<file path="src/rtl/ex_if.sv">
`default_nettype none
// ============================================================================
//  Module   : ex_if
//  Purpose  : Bundles the ID/IE register outputs, forwarding controls, the
//             writeback forwarding value and the EX/MEM register outputs of
//             the execute stage into a single interface.
//  Modports : slave  - execute stage (consumes E-side, drives M-side/redirect)
//             master - upstream/downstream pipeline logic
//  Revision : 1.0  initial release
// ============================================================================
interface ex_if #(
    parameter int XLEN = 32
);
    // ID/IE side
    logic [XLEN-1:0] rd1E;
    logic [XLEN-1:0] rd2E;
    logic [XLEN-1:0] PCE;
    logic [XLEN-1:0] PCPlus4E;
    logic [XLEN-1:0] ImmExtendE;
    logic [4:0]      rdE;
    logic            RegWriteE;
    logic            MemWriteE;
    logic            JumpE;
    logic            BranchE;
    logic            ALUSrcE;
    logic [1:0]      ResultSrcE;
    logic [2:0]      ALUControlE;
    logic [1:0]      ForwardAE;
    logic [1:0]      ForwardBE;
    logic [XLEN-1:0] ResultW;

    // Redirect / hazard outputs
    logic            PCSrcE;
    logic [XLEN-1:0] PCTargetE;
    logic            StallE;

    // EX/MEM register outputs
    logic [XLEN-1:0] ALUResultM;
    logic [XLEN-1:0] WriteDataM;
    logic [XLEN-1:0] PCPlus4M;
    logic [4:0]      rdM;
    logic            RegWriteM;
    logic            MemWriteM;
    logic [1:0]      ResultSrcM;

    modport slave (
        input  rd1E, rd2E, PCE, PCPlus4E, ImmExtendE, rdE,
        input  RegWriteE, MemWriteE, JumpE, BranchE, ALUSrcE,
        input  ResultSrcE, ALUControlE, ForwardAE, ForwardBE, ResultW,
        output PCSrcE, PCTargetE, StallE,
        output ALUResultM, WriteDataM, PCPlus4M, rdM,
        output RegWriteM, MemWriteM, ResultSrcM
    );

    modport master (
        output rd1E, rd2E, PCE, PCPlus4E, ImmExtendE, rdE,
        output RegWriteE, MemWriteE, JumpE, BranchE, ALUSrcE,
        output ResultSrcE, ALUControlE, ForwardAE, ForwardBE, ResultW,
        input  PCSrcE, PCTargetE, StallE,
        input  ALUResultM, WriteDataM, PCPlus4M, rdM,
        input  RegWriteM, MemWriteM, ResultSrcM
    );
endinterface
`default_nettype wire

</file>
<file path="src/rtl/ex_stage.sv">
`default_nettype none
// ============================================================================
//  Module   : ex_stage
//  Purpose  : Execute stage plus EX/MEM pipeline register of the 5-stage
//             RISC-V core. Applies operand forwarding, computes the ALU
//             result, resolves branches/jumps and registers the MEM-stage
//             payload. Optional iterative shift-add multiplier (ALU code
//             110) that stalls the front end while busy.
//  Config   : define EX_MUL_EN to include the multiplier; otherwise code 110
//             yields 0 in a single cycle and StallE is tied low.
//  Ports    : clk    - clock, rising edge
//             reset  - synchronous, active-high
//             bus    - ex_if.slave: ID/IE inputs, forwarding controls,
//                      ResultW, PCSrcE/PCTargetE/StallE, EX/MEM outputs
//  Revision : 1.0  initial release
// ============================================================================
module ex_stage #(
    parameter int XLEN = 32
) (
    input  wire logic clk,
    input  wire logic reset,
    ex_if.slave       bus
);

    logic [XLEN-1:0] src_a;
    logic [XLEN-1:0] src_b;
    logic [XLEN-1:0] write_data;
    logic [XLEN-1:0] sub_res;
    logic [XLEN-1:0] alu_res;
    logic [XLEN-1:0] mul_res;
    logic            zero;
    logic            stall;

    // ------------------------------------------------------------------
    // Forwarding muxes: 10 = MEM-stage ALU result, 01 = writeback result,
    // 00/11 = register file value.
    // ------------------------------------------------------------------
    always_comb begin
        case (bus.ForwardAE)
            2'b10:   src_a = bus.ALUResultM;
            2'b01:   src_a = bus.ResultW;
            default: src_a = bus.rd1E;
        endcase
        case (bus.ForwardBE)
            2'b10:   write_data = bus.ALUResultM;
            2'b01:   write_data = bus.ResultW;
            default: write_data = bus.rd2E;
        endcase
    end

    assign src_b   = bus.ALUSrcE ? bus.ImmExtendE : write_data;
    assign sub_res = src_a - src_b;
    assign zero    = (sub_res == '0);

    always_comb begin
        case (bus.ALUControlE)
            3'b000:  alu_res = src_a + src_b;
            3'b001:  alu_res = sub_res;
            3'b010:  alu_res = src_a & src_b;
            3'b011:  alu_res = src_a | src_b;
            3'b101:  alu_res = {{(XLEN-1){1'b0}}, ($signed(src_a) < $signed(src_b))};
            3'b110:  alu_res = mul_res;
            default: alu_res = '0;
        endcase
    end

`ifdef EX_MUL_EN
    // ------------------------------------------------------------------
    // Iterative multiplier. Operands are captured at issue because the
    // forwarding sources change once bubbles start flowing into MEM.
    // ------------------------------------------------------------------
    localparam int CW = $clog2(XLEN + 1);

    typedef enum logic [1:0] {
        S_IDLE = 2'd0,
        S_BUSY = 2'd1,
        S_DONE = 2'd2
    } mul_state_t;

    mul_state_t      state;
    mul_state_t      state_next;
    logic [XLEN-1:0] mcand;
    logic [XLEN-1:0] mplier;
    logic [XLEN-1:0] acc;
    logic [CW-1:0]   cnt;
    logic            is_mul;

    assign is_mul  = (bus.ALUControlE == 3'b110);
    assign mul_res = acc;

    always_ff @(posedge clk) begin
        if (reset) state <= S_IDLE;
        else       state <= state_next;
    end

    always_comb begin
        state_next = state;
        stall      = 1'b0;
        case (state)
            S_IDLE: begin
                if (is_mul) begin
                    stall      = 1'b1;
                    state_next = S_BUSY;
                end
            end
            S_BUSY: begin
                stall = 1'b1;
                if (cnt == CW'(1)) state_next = S_DONE;
            end
            S_DONE:  state_next = S_IDLE;
            default: state_next = S_IDLE;
        endcase
    end

    // Only the low XLEN product bits are needed, so the accumulator and
    // multiplicand stay XLEN wide and overflow bits simply fall off.
    always_ff @(posedge clk) begin
        if (reset) begin
            mcand  <= '0;
            mplier <= '0;
            acc    <= '0;
            cnt    <= '0;
        end else begin
            case (state)
                S_IDLE: begin
                    if (is_mul) begin
                        mcand  <= src_a;
                        mplier <= src_b;
                        acc    <= '0;
                        cnt    <= CW'(XLEN);
                    end
                end
                S_BUSY: begin
                    if (mplier[0]) acc <= acc + mcand;
                    mcand  <= mcand << 1;
                    mplier <= mplier >> 1;
                    cnt    <= cnt - CW'(1);
                end
                default: ;
            endcase
        end
    end
`else
    assign mul_res = '0;
    assign stall   = 1'b0;
`endif

    // ------------------------------------------------------------------
    // Branch/jump resolution. A mul is never a branch, but the redirect is
    // still masked during a stall so it can only fire once.
    // ------------------------------------------------------------------
    assign bus.PCSrcE    = ~stall & (bus.JumpE | (bus.BranchE & zero));
    assign bus.PCTargetE = bus.PCE + bus.ImmExtendE;
    assign bus.StallE    = stall;

    // ------------------------------------------------------------------
    // EX/MEM register: a stall cycle inserts an all-zero bubble.
    // ------------------------------------------------------------------
    always_ff @(posedge clk) begin
        if (reset || stall) begin
            bus.ALUResultM <= '0;
            bus.WriteDataM <= '0;
            bus.PCPlus4M   <= '0;
            bus.rdM        <= '0;
            bus.RegWriteM  <= 1'b0;
            bus.MemWriteM  <= 1'b0;
            bus.ResultSrcM <= '0;
        end else begin
            bus.ALUResultM <= alu_res;
            bus.WriteDataM <= write_data;
            bus.PCPlus4M   <= bus.PCPlus4E;
            bus.rdM        <= bus.rdE;
            bus.RegWriteM  <= bus.RegWriteE;
            bus.MemWriteM  <= bus.MemWriteE;
            bus.ResultSrcM <= bus.ResultSrcE;
        end
    end

endmodule
`default_nettype wire

</file>
<file path="src/flat_wrapper.sv">
// flat-port wrapper written by rule: the top's interface ports become plain ports
module ex_stage_flat 
#(
    parameter int XLEN = 32
)
  (clk, reset, bus_rd1E, bus_rd2E, bus_PCE, bus_PCPlus4E, bus_ImmExtendE, bus_rdE, bus_RegWriteE, bus_MemWriteE, bus_JumpE, bus_BranchE, bus_ALUSrcE, bus_ResultSrcE, bus_ALUControlE, bus_ForwardAE, bus_ForwardBE, bus_ResultW, bus_PCSrcE, bus_PCTargetE, bus_StallE, bus_ALUResultM, bus_WriteDataM, bus_PCPlus4M, bus_rdM, bus_RegWriteM, bus_MemWriteM, bus_ResultSrcM);
  ex_if #(.XLEN(XLEN)) bus_i ();
  input  wire logic clk;
  input  wire logic reset;
  input wire logic [$bits(bus_i.rd1E)-1:0] bus_rd1E;
  input wire logic [$bits(bus_i.rd2E)-1:0] bus_rd2E;
  input wire logic [$bits(bus_i.PCE)-1:0] bus_PCE;
  input wire logic [$bits(bus_i.PCPlus4E)-1:0] bus_PCPlus4E;
  input wire logic [$bits(bus_i.ImmExtendE)-1:0] bus_ImmExtendE;
  input wire logic [$bits(bus_i.rdE)-1:0] bus_rdE;
  input wire logic [$bits(bus_i.RegWriteE)-1:0] bus_RegWriteE;
  input wire logic [$bits(bus_i.MemWriteE)-1:0] bus_MemWriteE;
  input wire logic [$bits(bus_i.JumpE)-1:0] bus_JumpE;
  input wire logic [$bits(bus_i.BranchE)-1:0] bus_BranchE;
  input wire logic [$bits(bus_i.ALUSrcE)-1:0] bus_ALUSrcE;
  input wire logic [$bits(bus_i.ResultSrcE)-1:0] bus_ResultSrcE;
  input wire logic [$bits(bus_i.ALUControlE)-1:0] bus_ALUControlE;
  input wire logic [$bits(bus_i.ForwardAE)-1:0] bus_ForwardAE;
  input wire logic [$bits(bus_i.ForwardBE)-1:0] bus_ForwardBE;
  input wire logic [$bits(bus_i.ResultW)-1:0] bus_ResultW;
  output wire logic [$bits(bus_i.PCSrcE)-1:0] bus_PCSrcE;
  output wire logic [$bits(bus_i.PCTargetE)-1:0] bus_PCTargetE;
  output wire logic [$bits(bus_i.StallE)-1:0] bus_StallE;
  output wire logic [$bits(bus_i.ALUResultM)-1:0] bus_ALUResultM;
  output wire logic [$bits(bus_i.WriteDataM)-1:0] bus_WriteDataM;
  output wire logic [$bits(bus_i.PCPlus4M)-1:0] bus_PCPlus4M;
  output wire logic [$bits(bus_i.rdM)-1:0] bus_rdM;
  output wire logic [$bits(bus_i.RegWriteM)-1:0] bus_RegWriteM;
  output wire logic [$bits(bus_i.MemWriteM)-1:0] bus_MemWriteM;
  output wire logic [$bits(bus_i.ResultSrcM)-1:0] bus_ResultSrcM;
  assign bus_i.rd1E = bus_rd1E;
  assign bus_i.rd2E = bus_rd2E;
  assign bus_i.PCE = bus_PCE;
  assign bus_i.PCPlus4E = bus_PCPlus4E;
  assign bus_i.ImmExtendE = bus_ImmExtendE;
  assign bus_i.rdE = bus_rdE;
  assign bus_i.RegWriteE = bus_RegWriteE;
  assign bus_i.MemWriteE = bus_MemWriteE;
  assign bus_i.JumpE = bus_JumpE;
  assign bus_i.BranchE = bus_BranchE;
  assign bus_i.ALUSrcE = bus_ALUSrcE;
  assign bus_i.ResultSrcE = bus_ResultSrcE;
  assign bus_i.ALUControlE = bus_ALUControlE;
  assign bus_i.ForwardAE = bus_ForwardAE;
  assign bus_i.ForwardBE = bus_ForwardBE;
  assign bus_i.ResultW = bus_ResultW;
  assign bus_PCSrcE = bus_i.PCSrcE;
  assign bus_PCTargetE = bus_i.PCTargetE;
  assign bus_StallE = bus_i.StallE;
  assign bus_ALUResultM = bus_i.ALUResultM;
  assign bus_WriteDataM = bus_i.WriteDataM;
  assign bus_PCPlus4M = bus_i.PCPlus4M;
  assign bus_rdM = bus_i.rdM;
  assign bus_RegWriteM = bus_i.RegWriteM;
  assign bus_MemWriteM = bus_i.MemWriteM;
  assign bus_ResultSrcM = bus_i.ResultSrcM;
  ex_stage #(.XLEN(XLEN)) u_core (.clk(clk), .reset(reset), .bus(bus_i));
endmodule
</file>
<file path="config.mk">
export PLATFORM = sky130hd
export DESIGN_NAME = ex_stage_flat
export DESIGN_NICKNAME = d
export VERILOG_FILES = /design/src/rtl/ex_if.sv /design/src/rtl/ex_stage.sv /design/src/flat_wrapper.sv
export SDC_FILE = /design/constraint.sdc
export NUM_CORES = 1
export LEC_CHECK = 0
export ABC_CLOCK_PERIOD_IN_PS = 9200
export CORE_UTILIZATION = 25
export CTS_CLUSTER_DIAMETER = 100
export CTS_CLUSTER_SIZE = 10
export DETAILED_ROUTE_END_ITERATION = 16
export PLACE_DENSITY = 0.57
export SETUP_SLACK_MARGIN = 0.5
export SYNTH_ARGS = -nofsm -noshare
export SYNTH_HDL_FRONTEND = slang
export SYNTH_SLANG_ARGS = --single-unit
</file>
<file path="constraint.sdc">
create_clock -name clk -period 9.2 [get_ports clk]
set_clock_uncertainty 0.2 [all_clocks]
set_input_delay 1.84 -clock clk [delete_from_list [all_inputs] [get_ports clk]]
set_output_delay 1.84 -clock clk [all_outputs]
set_load 0.01 [all_outputs]
</file>
==> impl_metrics.py <==
metrics = {
    "outcome": {
        "status": "finished, final reports clean",
    },
    "logic_synthesis": {
        "yosys-top-cells-area": "dfxtp_1 20%, ha_1 15%, a21oi_1 5.6%",
        "yosysTopAreaCellShare_pct": 19.7,
        "syn_area_per_cell_um2": 7.26,
        "syn_inst": 1470,
        "ys_seq_elements": 105,
        "synth_seq_area_share_pct": 19.7,
        "synth_area_leader_cell": "dfxtp_1",
        "synth_flop_cell": "dfxtp_1",
        "async_flop_share_pct": 0,
        "netlist-cell-type-count": 76,
        "netlist_area_mm2": 0.0107,
        "synth_edf_count": 0,
        "yosysWarningCount": 0,
        "synth_fp_nets": 1818,
    },
    "clock_network": {
        "cts_buffers": 9,
        "clk_pin_slew_worst_paths_ns": 0.08,
        "cts_max_level": 3,
        "cts.sinks": 105,
        "hold_buffers": 0,
        "clockRootBuffer": "clkbuf_16",
        "cts_tree": "built",
        "clock_latency_ns": 0.40,
        "clk_path_buf_depth": 2,
    },
    "power": {
        "p_int_mw": 1.26,
        "power_leakage_nw": 6.44,
        "max-vdd-ir-drop_uv": 81.6,
        "swShare_pct": 42.2,
        "power_density_mw_per_mm2": 138,
        "pwr-share-seq_pct": 23.5,
        "pwr-share-comb_pct": 56.8,
        "switchingPower_mw": 0.917,
        "clockPowerShare_pct": 19.7,
    },
    "sta": {
        "setup_viol": 0,
        "max_freq_mhz": 117,
        "worstMarginPinSlew_ns": 0.930,
        "slew_viol_final": 0,
        "rsz0062_at_grt": "no",
        "fin_crit_sh_pct": 92.8,
        "hold_violations": 0,
        "final.min_clock_period_ns": 8.54,
        "setup_slack_ns": 0.658,
        "relSlewSlack_pct": 37.2,
        "finalSetupTns_ns": 0,
    },
    "floorplanning": {
        "chipHeight_um": 209,
        "rows": 75,
        "die_area_mm2": 0.0435,
        "num_io_pins": 352,
        "start_util_pct": 25.4,
        "die_x_um": 209,
        "core_area_mm2": 0.0420,
    },
    "global_route": {
        "busiest_layer": "met2",
        "globalRouteTotalUtil_pct": 22.1,
        "use_met3_pct": 4.30,
        "grt_pass1_vias": 12100,
        "grt_overflow_total": 0,
        "grt.met1_usage_pct": 27.3,
        "grt_pass1_wl_um": 73300,
        "gr-usage-met2_pct": 38.3,
        "antenna_found_initial": 0,
        "grt_max_degree": 60,
    },
    "placement": {
        "port_buffers": 350,
        "routabilityCongestion": 0.968,
        "pre_cts_ws_ns": 0.00646,
        "hpwl_um": 41000,
    },
    "worst_setup_path": {
        "critPathMaxFanout": 16,
        "worst_setup_path_end_kind": "output port",
        "start_kind": "primary input",
        "required_ns": 7.16,
        "arrival_ns": 6.50,
        "setup.worst_path.class": "primary input to output port",
    },
    "job": {
        "max-cap-violations": 0,
    },
    "finish": {
        "layout_commonest_cell": "clkdlybuf4s50_1",
        "layout.nets": 2200,
        "syn_to_final_growth_pct": 47.8,
        "drive_gt1_share_pct": 9.75,
        "final_cell_mix": "345 x clkdlybuf4s50_1, 157 x nor2_1, 136 x nand2_1",
        "antenna_cells": 0,
        "fillers": 4379,
    },
    "route": {
        "wirelength_um": 50000,
        "viasPerCell": 5.15,
        "drcViolationCount": 0,
        "ant_nets": 0,
        "avgRoutedWirePerCell_um": 20.9,
        "first_iter_violations": 924,
        "dr.pass1.iters": 5,
        "via_count": 12300,
    },
    "hold_path": {
        "hold_class": "register to register",
    },
}
==> registers in the layout, indices dropped and copies added (netlist names) <==
signal                 cells
u_core.bus.WriteDataM     32
u_core.bus.rdM             5
u_core.bus.MemWriteM       1
u_core.bus.ResultSrcM      2
u_core.bus.RegWriteM       1
u_core.bus.PCPlus4M       32
u_core.bus.ALUResultM     32
==> cell families after synthesis <==
group	after synthesis	share of synthesized area [%]
AO/OA/AOI/OAI	471	28.4
XOR/XNOR	79	6.48
adder cells (fa/ha/maj)	135	16.0
buffers and inverters	198	7.16
flip-flops	105	19.7
multiplexers	9	1.44
other	1	0.0351
AND/OR/NAND/NOR	472	20.8
==> per-layer routing <==
metal | vias to the layer above | part of all wire (%) | wire length (um)
met5 | - | 0 | 0
met4 | 0 | 3.1 | 1530
met3 | 81 | 6.2 | 3100
met2 | 524 | 48 | 23900
met1 | 5804 | 43 | 21400
li1 | 5926 | - | -
==> cell type report <==
cell class	instances	area (um^2)	share of cell area [%]
Clock inverter	7	77.6	0.492
Inverter	114	428	2.71
Clock buffer	9	225	1.43
Sequential cell	105	2100	13.3
Tap cell	539	674	4.27
Timing Repair Buffer	455	4300	27.3
Multi-Input combinational cell	1167	7970	50.5
==> critical path, cell delays in order <==
cell	delay, ns
clkdlybuf4s50_1	0.55
inv_1	0.10
ha_4	0.19
buf_12	0.16
a22oi_1	0.24
nor2_1	0.08
a21oi_2	0.21
o21ai_0	0.20
ha_1	0.43
or3_1	0.44
nor3_2	0.25
a21oi_4	0.12
o311ai_4	0.40
nor4b_4	0.32
o21ai_1	0.14
a2111o_1	0.42
o31ai_4	0.22
clkbuf_2	0.18
==> cells in the mapped netlist (11+ instances only) <==
master	number
a211oi_1	30
a21o_1	17
a21oi_1	119
a22oi_1	64
a31oi_1	12
clkbuf_1	63
dfxtp_1	105
ha_1	132
inv_1	113
nand2_1	136
nand2b_1	15
nand3_1	18
nor2_1	157
nor2b_1	53
nor3_1	28
o211ai_1	15
o21ai_0	118
o21bai_1	12
o31ai_1	12
or3_1	11
xnor2_1	59
xor2_1	20
==> power by group through the flow <==
stage	clock, mW	combinational (mW)	sequential, mW
6_report	0.428	1.23	0.511
5_1_grt	0.454	1.33	0.513
4_1_cts	0.441	1.20	0.511
3_5_place_dp	0	1.18	0.521
3_3_place_gp	0	1.18	0.521
2_1_floorplan	0	0.653	0.526
==> stage by stage <==
stage	std cells	cell area (um^2)	hold slack [ns]	util [%]	total power [mW]
finish	2396	15800	0.526	37.5	2.17
global route	2396	15800	0.569	37.5	2.30
CTS	2389	15600	0.539	37.1	2.15
detailed placement	2370	15200	0.504	36.2	1.70
global placement	2370	15200	0.507	36.2	1.70
floorplan	1470	10700	0.476	-	1.18
==> path summary, 6_finish.rpt <==
check,from,end,slack (ns),cells after the start
min reg2reg,u_core.bus.ALUResultM[20]$_SDFF_PP0_,u_core.bus.WriteDataM[20]$_SDFF_PP0_,0.53,4
min,u_core.bus.ALUResultM[20]$_SDFF_PP0_,u_core.bus.WriteDataM[20]$_SDFF_PP0_,0.53,4
max,bus_ForwardBE[1],bus_PCSrcE,0.66,18
max reg2reg,u_core.bus.ALUResultM[0]$_SDFF_PP0_,u_core.bus.ALUResultM[30]$_SDFF_PP0_,3.91,18
==> repair_timing <==
item                                    in CTS  in global routing
pin swaps                                    3                 12
endpoints found under the hold margin        0                  0
gates cloned                                 0                  1
endpoints found under the setup margin       1                  1
buffers inserted                             3                  6
gates resized for setup                     11                 38
Power figures use the tool's default switching activity.
